$ cat config.mk
export PLATFORM = sky130hd
export DESIGN_NAME = keypad_digit_collector
export DESIGN_NICKNAME = d
export VERILOG_FILES = /design/src/rtl/tipos_pkg.sv /design/src/rtl/keypad_digit_collector_scanner.sv /design/src/rtl/keypad_digit_collector.sv
export SDC_FILE = /design/constraint.sdc
export NUM_CORES = 1
export LEC_CHECK = 0
export CAP_MARGIN = 10
export CORE_MARGIN = 2
export CORE_UTILIZATION = 55
export DETAILED_ROUTE_END_ITERATION = 8
export MAX_ROUTING_LAYER = met4
export PLACE_DENSITY_LB_ADDON = 0.08
export SLEW_MARGIN = 15
export SYNTH_ARGS = -nofsm -noshare
export SYNTH_HDL_FRONTEND = slang
export SYNTH_SLANG_ARGS = --single-unit
$ cat constraint.sdc
create_clock -name clk -period 3.2 [get_ports clk]
set_input_delay 0.32 -clock clk [delete_from_list [all_inputs] [get_ports clk]]
set_output_delay 0.32 -clock clk [all_outputs]
set_load 0.02 [all_outputs]
$ cat src/rtl/tipos_pkg.sv
// Shared keypad/lock types: password packet, key codes and packet nibble constants.
package Tipos;

  localparam int NUM_DIGITS = 20;

  // digits[0] holds the most recently entered digit
  typedef struct packed {
    logic [NUM_DIGITS-1:0][3:0] digits;
  } senhaPac_t;

  typedef enum logic [3:0] {
    K0      = 4'd0,
    K1      = 4'd1,
    K2      = 4'd2,
    K3      = 4'd3,
    K4      = 4'd4,
    K5      = 4'd5,
    K6      = 4'd6,
    K7      = 4'd7,
    K8      = 4'd8,
    K9      = 4'd9,
    KSTAR   = 4'd10,
    KHASH   = 4'd11,
    KLETTER = 4'd12
  } keypad_key_t;

  localparam logic [3:0] DIG_EMPTY  = 4'hF;
  localparam logic [3:0] CMD_EXIT   = 4'hB;
  localparam logic [3:0] CMD_CANCEL = 4'hE;

  localparam senhaPac_t PAC_EMPTY = {NUM_DIGITS{DIG_EMPTY}};

  function automatic senhaPac_t fill_pac(input logic [3:0] nib);
    senhaPac_t p;
    p = {NUM_DIGITS{nib}};
    return p;
  endfunction

  // Index of the lowest active-low bit; lowest row wins when several are low.
  function automatic logic [1:0] low_index(input logic [3:0] v);
    logic [1:0] idx;
    idx = 2'd3;
    for (int i = 3; i >= 0; i--) begin
      if (!v[i]) idx = 2'(i);
    end
    return idx;
  endfunction

  // Row r0..r3: "1 2 3 A", "4 5 6 B", "7 8 9 C", "* 0 # D"
  function automatic keypad_key_t decode_key(input logic [1:0] row, input logic [1:0] colx);
    keypad_key_t k;
    k = KLETTER;
    case ({row, colx})
      4'b00_00: k = K1;
      4'b00_01: k = K2;
      4'b00_10: k = K3;
      4'b01_00: k = K4;
      4'b01_01: k = K5;
      4'b01_10: k = K6;
      4'b10_00: k = K7;
      4'b10_01: k = K8;
      4'b10_10: k = K9;
      4'b11_00: k = KSTAR;
      4'b11_01: k = K0;
      4'b11_10: k = KHASH;
      default:  k = KLETTER;
    endcase
    return k;
  endfunction

endpackage

$ cat src/rtl/keypad_digit_collector_scanner.sv
// Matrix keypad scanner: column rotation, press/release debounce and hold timing.
//
// state    | meaning
// ---------+-------------------------------------------------------------
// SCAN     | rotating the driven column, waiting for any row to go low
// DEBOUNCE | column frozen, row pattern must stay identical to accept
// PRESSED  | key accepted, counting how long it stays down
// RELEASE  | rows all high, must stay high long enough to count as released
module keypad_scanner
  import Tipos::*;
#(
  parameter int SCAN_CYCLES     = 1000,
  parameter int DEBOUNCE_CYCLES = 20000,
  parameter int HOLD_CYCLES     = 2000000
) (
  input  logic        clk,
  input  logic        rst,
  input  logic        enable,
  input  logic [3:0]  lin,
  output logic [3:0]  col,
  output keypad_key_t key_code,
  output logic        key_press,
  output logic        key_release,
  output logic        key_hold
);

  localparam int SCAN_W = $clog2(SCAN_CYCLES + 1);
  localparam int DEB_W  = $clog2(DEBOUNCE_CYCLES + 1);
  localparam int HOLD_W = $clog2(HOLD_CYCLES + 1);

  localparam logic [SCAN_W-1:0] SCAN_LAST = SCAN_W'(SCAN_CYCLES - 1);
  localparam logic [DEB_W-1:0]  DEB_LAST  = DEB_W'(DEBOUNCE_CYCLES - 1);
  localparam logic [HOLD_W-1:0] HOLD_LAST = HOLD_W'(HOLD_CYCLES - 1);
  localparam logic [HOLD_W-1:0] HOLD_MAX  = HOLD_W'(HOLD_CYCLES);

  typedef enum logic [1:0] {SCAN, DEBOUNCE, PRESSED, RELEASE} scan_state_t;

  scan_state_t       state_q;
  logic [3:0]        col_q;
  logic [3:0]        lin_q;
  logic [SCAN_W-1:0] scan_cnt_q;
  logic [DEB_W-1:0]  deb_cnt_q;
  logic [HOLD_W-1:0] hold_cnt_q;
  keypad_key_t       key_q;
  logic              press_q;
  logic              release_q;
  logic              hold_q;

  // Scanner FSM with registered column drive and one-cycle key strobes
  always_ff @(posedge clk or negedge rst) begin
    if (!rst) begin
      state_q    <= SCAN;
      col_q      <= 4'b1110;
      lin_q      <= 4'hF;
      scan_cnt_q <= '0;
      deb_cnt_q  <= '0;
      hold_cnt_q <= '0;
      key_q      <= KLETTER;
      press_q    <= 1'b0;
      release_q  <= 1'b0;
      hold_q     <= 1'b0;
    end else if (!enable) begin
      state_q    <= SCAN;
      col_q      <= 4'b1110;
      lin_q      <= 4'hF;
      scan_cnt_q <= '0;
      deb_cnt_q  <= '0;
      hold_cnt_q <= '0;
      key_q      <= KLETTER;
      press_q    <= 1'b0;
      release_q  <= 1'b0;
      hold_q     <= 1'b0;
    end else begin
      press_q   <= 1'b0;
      release_q <= 1'b0;
      hold_q    <= 1'b0;
      case (state_q)
        SCAN: begin
          if (lin != 4'hF) begin
            lin_q      <= lin;
            deb_cnt_q  <= '0;
            scan_cnt_q <= '0;
            state_q    <= DEBOUNCE;
          end else if (scan_cnt_q == SCAN_LAST) begin
            scan_cnt_q <= '0;
            col_q      <= {col_q[2:0], col_q[3]};
          end else begin
            scan_cnt_q <= scan_cnt_q + 1'b1;
          end
        end
        DEBOUNCE: begin
          if (lin != lin_q) begin
            deb_cnt_q <= '0;
            state_q   <= SCAN;
          end else if (deb_cnt_q == DEB_LAST) begin
            deb_cnt_q  <= '0;
            hold_cnt_q <= '0;
            key_q      <= decode_key(low_index(lin_q), low_index(col_q));
            press_q    <= 1'b1;
            state_q    <= PRESSED;
          end else begin
            deb_cnt_q <= deb_cnt_q + 1'b1;
          end
        end
        PRESSED: begin
          if (lin == 4'hF) begin
            deb_cnt_q <= '0;
            state_q   <= RELEASE;
          end else if (hold_cnt_q != HOLD_MAX) begin
            hold_cnt_q <= hold_cnt_q + 1'b1;
            if (hold_cnt_q == HOLD_LAST) hold_q <= 1'b1;
          end
        end
        RELEASE: begin
          if (lin != 4'hF) begin
            deb_cnt_q <= '0;
          end else if (deb_cnt_q == DEB_LAST) begin
            deb_cnt_q  <= '0;
            hold_cnt_q <= '0;
            scan_cnt_q <= '0;
            release_q  <= 1'b1;
            state_q    <= SCAN;
          end else begin
            deb_cnt_q <= deb_cnt_q + 1'b1;
          end
        end
        default: state_q <= SCAN;
      endcase
    end
  end

  assign col         = col_q;
  assign key_code    = key_q;
  assign key_press   = press_q;
  assign key_release = release_q;
  assign key_hold    = hold_q;

endmodule

$ cat src/rtl/keypad_digit_collector.sv
// Keypad digit collector: assembles debounced digits into a senhaPac_t packet and
// issues submit / skip / exit / cancel pulses on digitos_valid.
// Optional feature: define KEYPAD_BEEP_EN to get a key_beep pulse after each accepted key.
module keypad_digit_collector
  import Tipos::*;
#(
  parameter int SCAN_CYCLES     = 1000,
  parameter int DEBOUNCE_CYCLES = 20000,
  parameter int HOLD_CYCLES     = 2000000,
  parameter int TIMEOUT_CYCLES  = 5000000,
  parameter int BEEP_CYCLES     = 100000
) (
  input  logic       clk,
  input  logic       rst,
  input  logic       enable,
  output logic [3:0] col,
  input  logic [3:0] lin,
  output senhaPac_t  digitos_value,
  output logic       digitos_valid,
  output logic       key_beep
);

  localparam int TO_W = $clog2(TIMEOUT_CYCLES + 1);
  localparam logic [TO_W-1:0] TO_LAST = TO_W'(TIMEOUT_CYCLES - 1);

  keypad_key_t key_code;
  logic        key_press;
  logic        key_release;
  logic        key_hold;

  keypad_scanner #(
    .SCAN_CYCLES    (SCAN_CYCLES),
    .DEBOUNCE_CYCLES(DEBOUNCE_CYCLES),
    .HOLD_CYCLES    (HOLD_CYCLES)
  ) u_scanner (
    .clk        (clk),
    .rst        (rst),
    .enable     (enable),
    .lin        (lin),
    .col        (col),
    .key_code   (key_code),
    .key_press  (key_press),
    .key_release(key_release),
    .key_hold   (key_hold)
  );

  senhaPac_t       pac_q, pac_d;
  senhaPac_t       value_q, value_d;
  senhaPac_t       cmd;
  logic            valid_q, valid_d;
  logic [TO_W-1:0] to_cnt_q, to_cnt_d;
  logic            hold_fired_q, hold_fired_d;
  logic            key_evt;

  // Letters never touch the buffer, the timeout or the beep.
  assign key_evt = (key_press | key_release | key_hold) && (key_code != KLETTER);

  // Assembler: buffer update, command selection and timeout; key events take priority
  always_comb begin
    pac_d        = pac_q;
    cmd          = PAC_EMPTY;
    valid_d      = 1'b0;
    to_cnt_d     = to_cnt_q;
    hold_fired_d = hold_fired_q;

    if (key_press && key_code != KLETTER) begin
      hold_fired_d = 1'b0;
      if (key_code == KSTAR) begin
        pac_d = PAC_EMPTY;
      end else if (key_code <= K9) begin
        pac_d.digits = {pac_q.digits[NUM_DIGITS-2:0], 4'(key_code)};
      end
    end else if (key_hold && key_code == KHASH) begin
      valid_d      = 1'b1;
      cmd          = fill_pac(CMD_EXIT);
      pac_d        = PAC_EMPTY;
      hold_fired_d = 1'b1;
    end else if (key_release && key_code == KHASH && !hold_fired_q) begin
      // An empty buffer is already all-F, so skip and submit share this path.
      valid_d = 1'b1;
      cmd     = pac_q;
      pac_d   = PAC_EMPTY;
    end

    if (key_evt || pac_q == PAC_EMPTY) begin
      to_cnt_d = '0;
    end else if (to_cnt_q == TO_LAST) begin
      valid_d  = 1'b1;
      cmd      = fill_pac(CMD_CANCEL);
      pac_d    = PAC_EMPTY;
      to_cnt_d = '0;
    end else begin
      to_cnt_d = to_cnt_q + 1'b1;
    end

    value_d = valid_d ? cmd : pac_d;
  end

  // Assembler state and registered packet outputs
  always_ff @(posedge clk or negedge rst) begin
    if (!rst) begin
      pac_q        <= PAC_EMPTY;
      value_q      <= PAC_EMPTY;
      valid_q      <= 1'b0;
      to_cnt_q     <= '0;
      hold_fired_q <= 1'b0;
    end else if (!enable) begin
      pac_q        <= PAC_EMPTY;
      value_q      <= PAC_EMPTY;
      valid_q      <= 1'b0;
      to_cnt_q     <= '0;
      hold_fired_q <= 1'b0;
    end else begin
      pac_q        <= pac_d;
      value_q      <= value_d;
      valid_q      <= valid_d;
      to_cnt_q     <= to_cnt_d;
      hold_fired_q <= hold_fired_d;
    end
  end

  assign digitos_value = value_q;
  assign digitos_valid = valid_q;

`ifdef KEYPAD_BEEP_EN
  localparam int BEEP_W = $clog2(BEEP_CYCLES + 1);

  logic [BEEP_W-1:0] beep_cnt_q, beep_cnt_d;
  logic              beep_q;

  // Beep length counter, reloaded by every accepted non-letter key
  always_comb begin
    beep_cnt_d = beep_cnt_q;
    if (key_press && key_code != KLETTER) begin
      beep_cnt_d = BEEP_W'(BEEP_CYCLES);
    end else if (beep_cnt_q != '0) begin
      beep_cnt_d = beep_cnt_q - 1'b1;
    end
  end

  // Registered beep request
  always_ff @(posedge clk or negedge rst) begin
    if (!rst) begin
      beep_cnt_q <= '0;
      beep_q     <= 1'b0;
    end else if (!enable) begin
      beep_cnt_q <= '0;
      beep_q     <= 1'b0;
    end else begin
      beep_cnt_q <= beep_cnt_d;
      beep_q     <= (beep_cnt_d != '0);
    end
  end

  assign key_beep = beep_q;
`else
  // Always 0; BEEP_CYCLES is referenced so both builds share one parameter list.
  assign key_beep = (BEEP_CYCLES < 0);
`endif

endmodule

==> results.yml, run 1 <==
logic_synthesis:
  synth_top_area_share_pct: 38.2
  synth_cell_types: 64
  synthCells: 1176
  ys.flop_type: "dfstp_2"
  async_flop_share_pct: 100
  syn_area_per_cell_um2: 9.88
  synth_nets: 1191
  synth_warnings: 0
  synth_area_um2: 11600
  ys_seq_area_share_pct: 55.2
  ys_ff_latch: 248
  yosysTopAreaCell: "dfstp_2"
  yosys-top-cells-area: "dfstp_2 (38%), dfrtp_1 (17%), nand2_1 (7.3%)"
  synth_edf_count: 0
placement:
  portBuffers: 91
  placed_area_um2: 12900
  place_hpwl_um: 18100
  gp_congestion: 0.857
setup_path:
  path_max_fanout: 13
  critPathKind: "reg2reg"
  cp-start-kind: "register"
  critPathBufInv: 1
  crit_arrival_ns: 3.51
  end_kind: "register"
  cpLargestDelayFamily: "simple AND/OR/NAND/NOR gates"
  worstPathCellList: "nand4_1 > or4_1 > o311a_1 > buf_4 > nor3b_2 > o211ai_1"
  cpMaxStageDelayCell: "nor3b_2"
  worstPathRequired_ns: 3.61
  slowest_delay_ns: 0.89
layout:
  drive_gt1_share_pct: 21.5
  layout_common_cells: "nand2_1 (226), dfstp_2 (169), nand3_1 (96)"
  syn2layout_area_growth_pct: 19.1
  antenna_cells: 0
  final_common_cell: "nand2_1"
  final_area_um2: 13800
  fillers: 1698
  layout.nets: 1274
timing:
  fin_crit_ns: 3.11
  finalSetupViolations: 0
  hold_viol: 0
  tns_ns: 0
  slew_headroom_pct: 24.8
  finClkSkew_ns: 0.00984
  slew_viol_final: 0
  rsz0062_at_grt: "no"
  worst_slew_pin_slew_ns: 1.12
  fmax_ghz: 0.322
  post-route-period-util_pct: 97.1
power:
  p_leak_nw: 5.90
  total_power_mw: 6.45
  vdd_drop_max_v: 0.000337
  power.density_nw_per_um2: 466
route:
  drc: 0
  drt_wl_total_um: 28000
  drt_iter0_markers: 732
  dr.pass1.iters: 5
  post_drt_wl_per_cell_um: 18.0
  drtAntennaViolNets: 0
  viasPerCell: 5.95
  num_vias: 9243
grt:
  grt_pass1_wl_um: 46000
  antenna_found_initial: 0
  track_usage_pct: 26.2
  overflow: 0
  grt_max_degree: 115
  grt_pass1_vias: 8654
cts:
  cts.clk_slew.worst_paths_ns: 0.06
  numCtsBuffers: 26
  cts_sinks: 248
  h-tree-depth: 1
  clockBufferDepth: 3
  clk_latency_ns: 0.53
  cts_tree: "yes"
  post_cts_resize_count: 0
  clock-root-buffer: "clkbuf_16"
  postCtsSetupBuffers: 0
outcome:
  status: "completed"
die:
  fp.coreArea_um2: 20900
  ioPinCount: 93
  die_y_um: 149
  fp.dieW_um: 149
  dieArea_um2: 22300
  rows: 53
  start_util_pct: 55.6
job:
  drv_cap: 0
worst_hold_path:
  hold_class: "in2async"
[what timing repair did]
item,4_1_cts,5_1_grt
pin swaps,1,1
hold buffers,1,0
cloned,0,1
endpoints found under the hold margin,68,0
endpoints found under the setup margin,6,26
[stage by stage]
step / setup slack (ns) / cells / util [%] / hold slack [ns]
final: 0.0927 / 1554 / 66.3 / 0.416
after global routing: 0.0107 / 1554 / 66.3 / 0.447
after CTS: 0.0284 / 1552 / 66.0 / 0.416
after detailed placement: 0.0121 / 1503 / 61.8 / 0.449
after global placement: 0.00204 / 1503 / 61.8 / 0.444
after floorplan: 0.735 / 1176 / - / 0.0244
[flip-flops by register name, indices dropped and copies added (netlist names), 2 cells and up]
register              count
digitos_value            80
pac_q                    80
to_cnt_q                 23
u_scanner.col             4
u_scanner.deb_cnt_q      15
u_scanner.hold_cnt_q     21
u_scanner.key_code        4
u_scanner.lin_q           4
u_scanner.scan_cnt_q     10
u_scanner.state_q         2
[power breakdown]
part	internal [mW]	total (mW)	switching, mW
combinational	0.0566	0.203	0.146
sequential	3.16	3.17	0.0148
clock	1.79	3.08	1.29
total	5.00	6.45	1.45
[cells in the mapped netlist, drive strengths merged (15+ instances only)]
cell,instances
dfstp,169
a21oi,32
a221o,38
xnor2,22
nand2,227
xor2,16
clkbuf,57
dfrtp,79
nor2,71
nand2b,18
nand4,40
mux2i,24
o211ai,29
o21ai,66
nand3,96
inv,15
buf,21
[worst register-to-register path: stages (launching register included)]
cell      delay, ns
dfstp_2        0.58
nand4_1        0.10
or4_1          0.57
o311a_1        0.43
buf_4          0.19
nor3b_2        0.89
o211ai_1       0.22
[kinds of logic (layout without fill, tap and decap cells)]
| group | count (synthesis) | count (layout) | synth area share, % |
|---|---|---|---|
| compound gates | 215 | 215 | 12.7 |
| xor+xnor | 38 | 38 | 2.86 |
| fa+ha+maj | 8 | 8 | 0.861 |
| buf+inv | 93 | 195 | 3.42 |
| flops | 248 | 248 | 55.2 |
| mux | 24 | 24 | 2.07 |
| other cells | 1 | 1 | 0.0323 |
| simple gates | 549 | 550 | 22.8 |
[layer usage]
metal,GRT usage (%),routed length (um),vias to the layer above
met5,-,0,-
met4,6.29,554,0
met3,4.19,1600,36
met2,39.4,13000,281
met1,37.7,12800,4582
li1,-,-,4344
[area by class of cell]
cell class	count	area [um2]	area share, %
Clock buffer	33	769	5.56
Clock inverter	15	115	0.832
Inverter	15	56.3	0.407
Multi-Input combinational cell	836	4830	34.9
Sequential cell	248	6420	46.4
Tap cell	275	344	2.49
Timing Repair Buffer	132	1310	9.46
[worst paths after layout]
path | slack [ns] | start | endpoint | depth (start not counted)
worst min register to register | 0.45 | to_cnt_q[0] | to_cnt_q[0] | 1
worst min-delay path | 0.42 | rst | u_scanner.scan_cnt_q[6] | 2
min in group clk | 0.43 | lin[3] | u_scanner.lin_q[3] | 3
worst max register to register | 0.09 | pac_q[21] | digitos_value[51] | 6
max in group asynchronous | 1.87 | rst | pac_q[52] | 3
worst max-delay path | 0.09 | pac_q[21] | digitos_value[51] | 6
(Power assumes the default switching activity.)
==> run 2, diff against run 1 <==
--- a/config.mk
+++ b/config.mk
@@ -6,8 +6,11 @@
 export NUM_CORES = 1
 export LEC_CHECK = 0
 export CAP_MARGIN = 10
+export CELL_PAD_IN_SITES_DETAIL_PLACEMENT = 1
+export CELL_PAD_IN_SITES_GLOBAL_PLACEMENT = 2
 export CORE_MARGIN = 2
-export CORE_UTILIZATION = 55
+export CORE_UTILIZATION = 38
+export CTS_CLUSTER_SIZE = 12
 export DETAILED_ROUTE_END_ITERATION = 8
 export MAX_ROUTING_LAYER = met4
 export PLACE_DENSITY_LB_ADDON = 0.08
==> results.yml, run 2 (synthesized netlist as in run 1, its figures left out) <==
outcome:
  status: "completed"
power:
  clock_power_share_pct: 51.2
  power.switching_mw: 1.53
  power_frac_comb_pct: 3.0
  p_int_mw: 5.39
  power.density_nw_per_um2: 492
  p_leak_nw: 5.93
  vdd_drop_max_v: 0.000341
  switching_share_pct: 22.2
  seqPwrFrac_pct: 45.9
cts:
  clockBufferDepth: 3
  clk_latency_ns: 0.56
  clock-root-buffer: "clkbuf_16"
  postCtsSetupBuffers: 0
  cts_tree: "yes"
  cts.clk_slew.worst_paths_ns: 0.06
  numCtsBuffers: 30
  h-tree-depth: 1
  cts_sinks: 248
route:
  drt_wl_total_um: 32700
  wl_met2_um: 15600
  num_vias: 9201
  m1WireLength_um: 15400
  dr.pass1.iters: 4
  viasPerCell: 5.50
  met3_length_um: 1030
  post_drt_wl_per_cell_um: 19.5
  routed.top_layer: "met4"
  drc: 0
  drt_iter0_markers: 483
  drtAntennaViolNets: 0
placement:
  portBuffers: 91
  place_hpwl_um: 21600
  gp_congestion: 0.767
  pre_cts_slack_ns: 0.308
setup_path:
  ff2ff_path_depth: 7
  path_max_fanout: 19
  end_kind: "register"
  regToRegSetupSlack_ns: 0.30
  r2r-end: "digitos_value[54]"
  cpMaxStageDelayCell: "or2_1"
  cpLargestDelayFamily: "simple AND/OR/NAND/NOR gates"
  critPathKind: "reg2reg"
  slowest_delay_ns: 0.69
  cp-start-kind: "register"
  critPathBufInv: 1
  worstPathCellList: "nor4b_1 > nand3_1 > nor4_1 > buf_4 > o311a_1 > or2_1 > a221o_1"
  crit_arrival_ns: 3.40
  worstPathRequired_ns: 3.70
  reg2reg_from: "to_cnt_q[12]"
  cp.depth: 7
job:
  drv_cap: 0
timing:
  slew_viol_final: 0
  hold_viol: 0
  finalSetupViolations: 0
  worst_slew_pin_slew_ns: 0.806
  fmax_ghz: 0.345
  setup_ws_ns: 0.297
  slew_headroom_pct: 46.3
  rsz0062_at_grt: "no"
  finClkSkew_ns: 0.0139
  tns_ns: 0
  post-route-period-util_pct: 90.7
  fin_crit_ns: 2.90
layout:
  layout.nets: 1269
  final_common_cell: "nand2_1"
  layout_common_cells: "nand2_1 (226), dfstp_2 (169), nand3_1 (96)"
  drive_gt1_share_pct: 21.1
  final_util_pct: 46.3
  fillers: 3392
  syn2layout_area_growth_pct: 21.0
  seq_area_um2: 6420
  antenna_cells: 0
  multi_input_area_um2: 4810
grt:
  grt_pass1_vias: 9530
  overflow: 0
  track_usage_pct: 21.6
  antenna_found_initial: 0
  grt_max_degree: 101
  grt_pass1_wl_um: 53500
die:
  fp.dieW_um: 179
  dieArea_um2: 32000
  ioPinCount: 93
  fp.coreArea_um2: 30300
  rows: 64
  die_y_um: 179
  start_util_pct: 38.3
worst_hold_path:
  hold_class: "in2async"
## run 2: what timing repair did
item / in CTS / in global routing
hold endpoints to repair: 72 / 0
resized for setup: 0 / 0
hold buffers: 1 / 0
## run 2: cell type report
class | instances | area share, %
well taps | 396 | 3.52
inverters | 15 | 0.400
flip-flops and latches | 248 | 45.6
clock buffers | 40 | 6.03
clock inverters | 15 | 1.34
repair buffers | 124 | 8.83
multi-input cells | 835 | 34.2
## run 2: power groups by stage
stage | combinational, mW | sequential [mW] | clock, mW
finish | 0.206 | 3.17 | 3.54
floorplan | 0.102 | 3.21 | 0
global placement | 0.211 | 3.22 | 0
detailed placement | 0.212 | 3.22 | 0
global route | 0.234 | 3.17 | 3.77
CTS | 0.214 | 3.17 | 3.63
## run 2: how the worst max path moves through the flow
stage | from | to
after detailed placement | to_cnt_q[12] | digitos_value[54]
after global placement | to_cnt_q[12] | digitos_value[54]
final | to_cnt_q[12] | digitos_value[54]
after CTS | to_cnt_q[12] | digitos_value[54]
after floorplan | pac_q[42] | digitos_value[42]
after global routing | to_cnt_q[12] | digitos_value[54]
## run 2: stage by stage
step	hold slack (ns)	area [um2]	total power [mW]	instances
floorplan	0.0244	11600	3.31	1176
global placement	0.428	13000	3.43	1617
detailed placement	0.436	13000	3.43	1617
CTS	0.400	14100	7.02	1673
global route	0.417	14100	7.18	1673
finish	0.397	14100	6.92	1673
## run 2: per-layer routing
| metal | global-route usage, % | vias to the layer above |
|---|---|---|
| met5 | - | - |
| met1 | 29.4 | 4682 |
| met4 | 4.98 | 0 |
| li1 | - | 4337 |
| met3 | 2.46 | 44 |
| met2 | 34.7 | 138 |
## run 2: worst register-to-register path, stage by stage, from the launching register on
cell and delay (ns):
dfrtp_1 0.44, nor4b_1 0.45, nand3_1 0.14, nor4_1 0.27, buf_4 0.21, o311a_1 0.42
or2_1 0.69, a221o_1 0.23
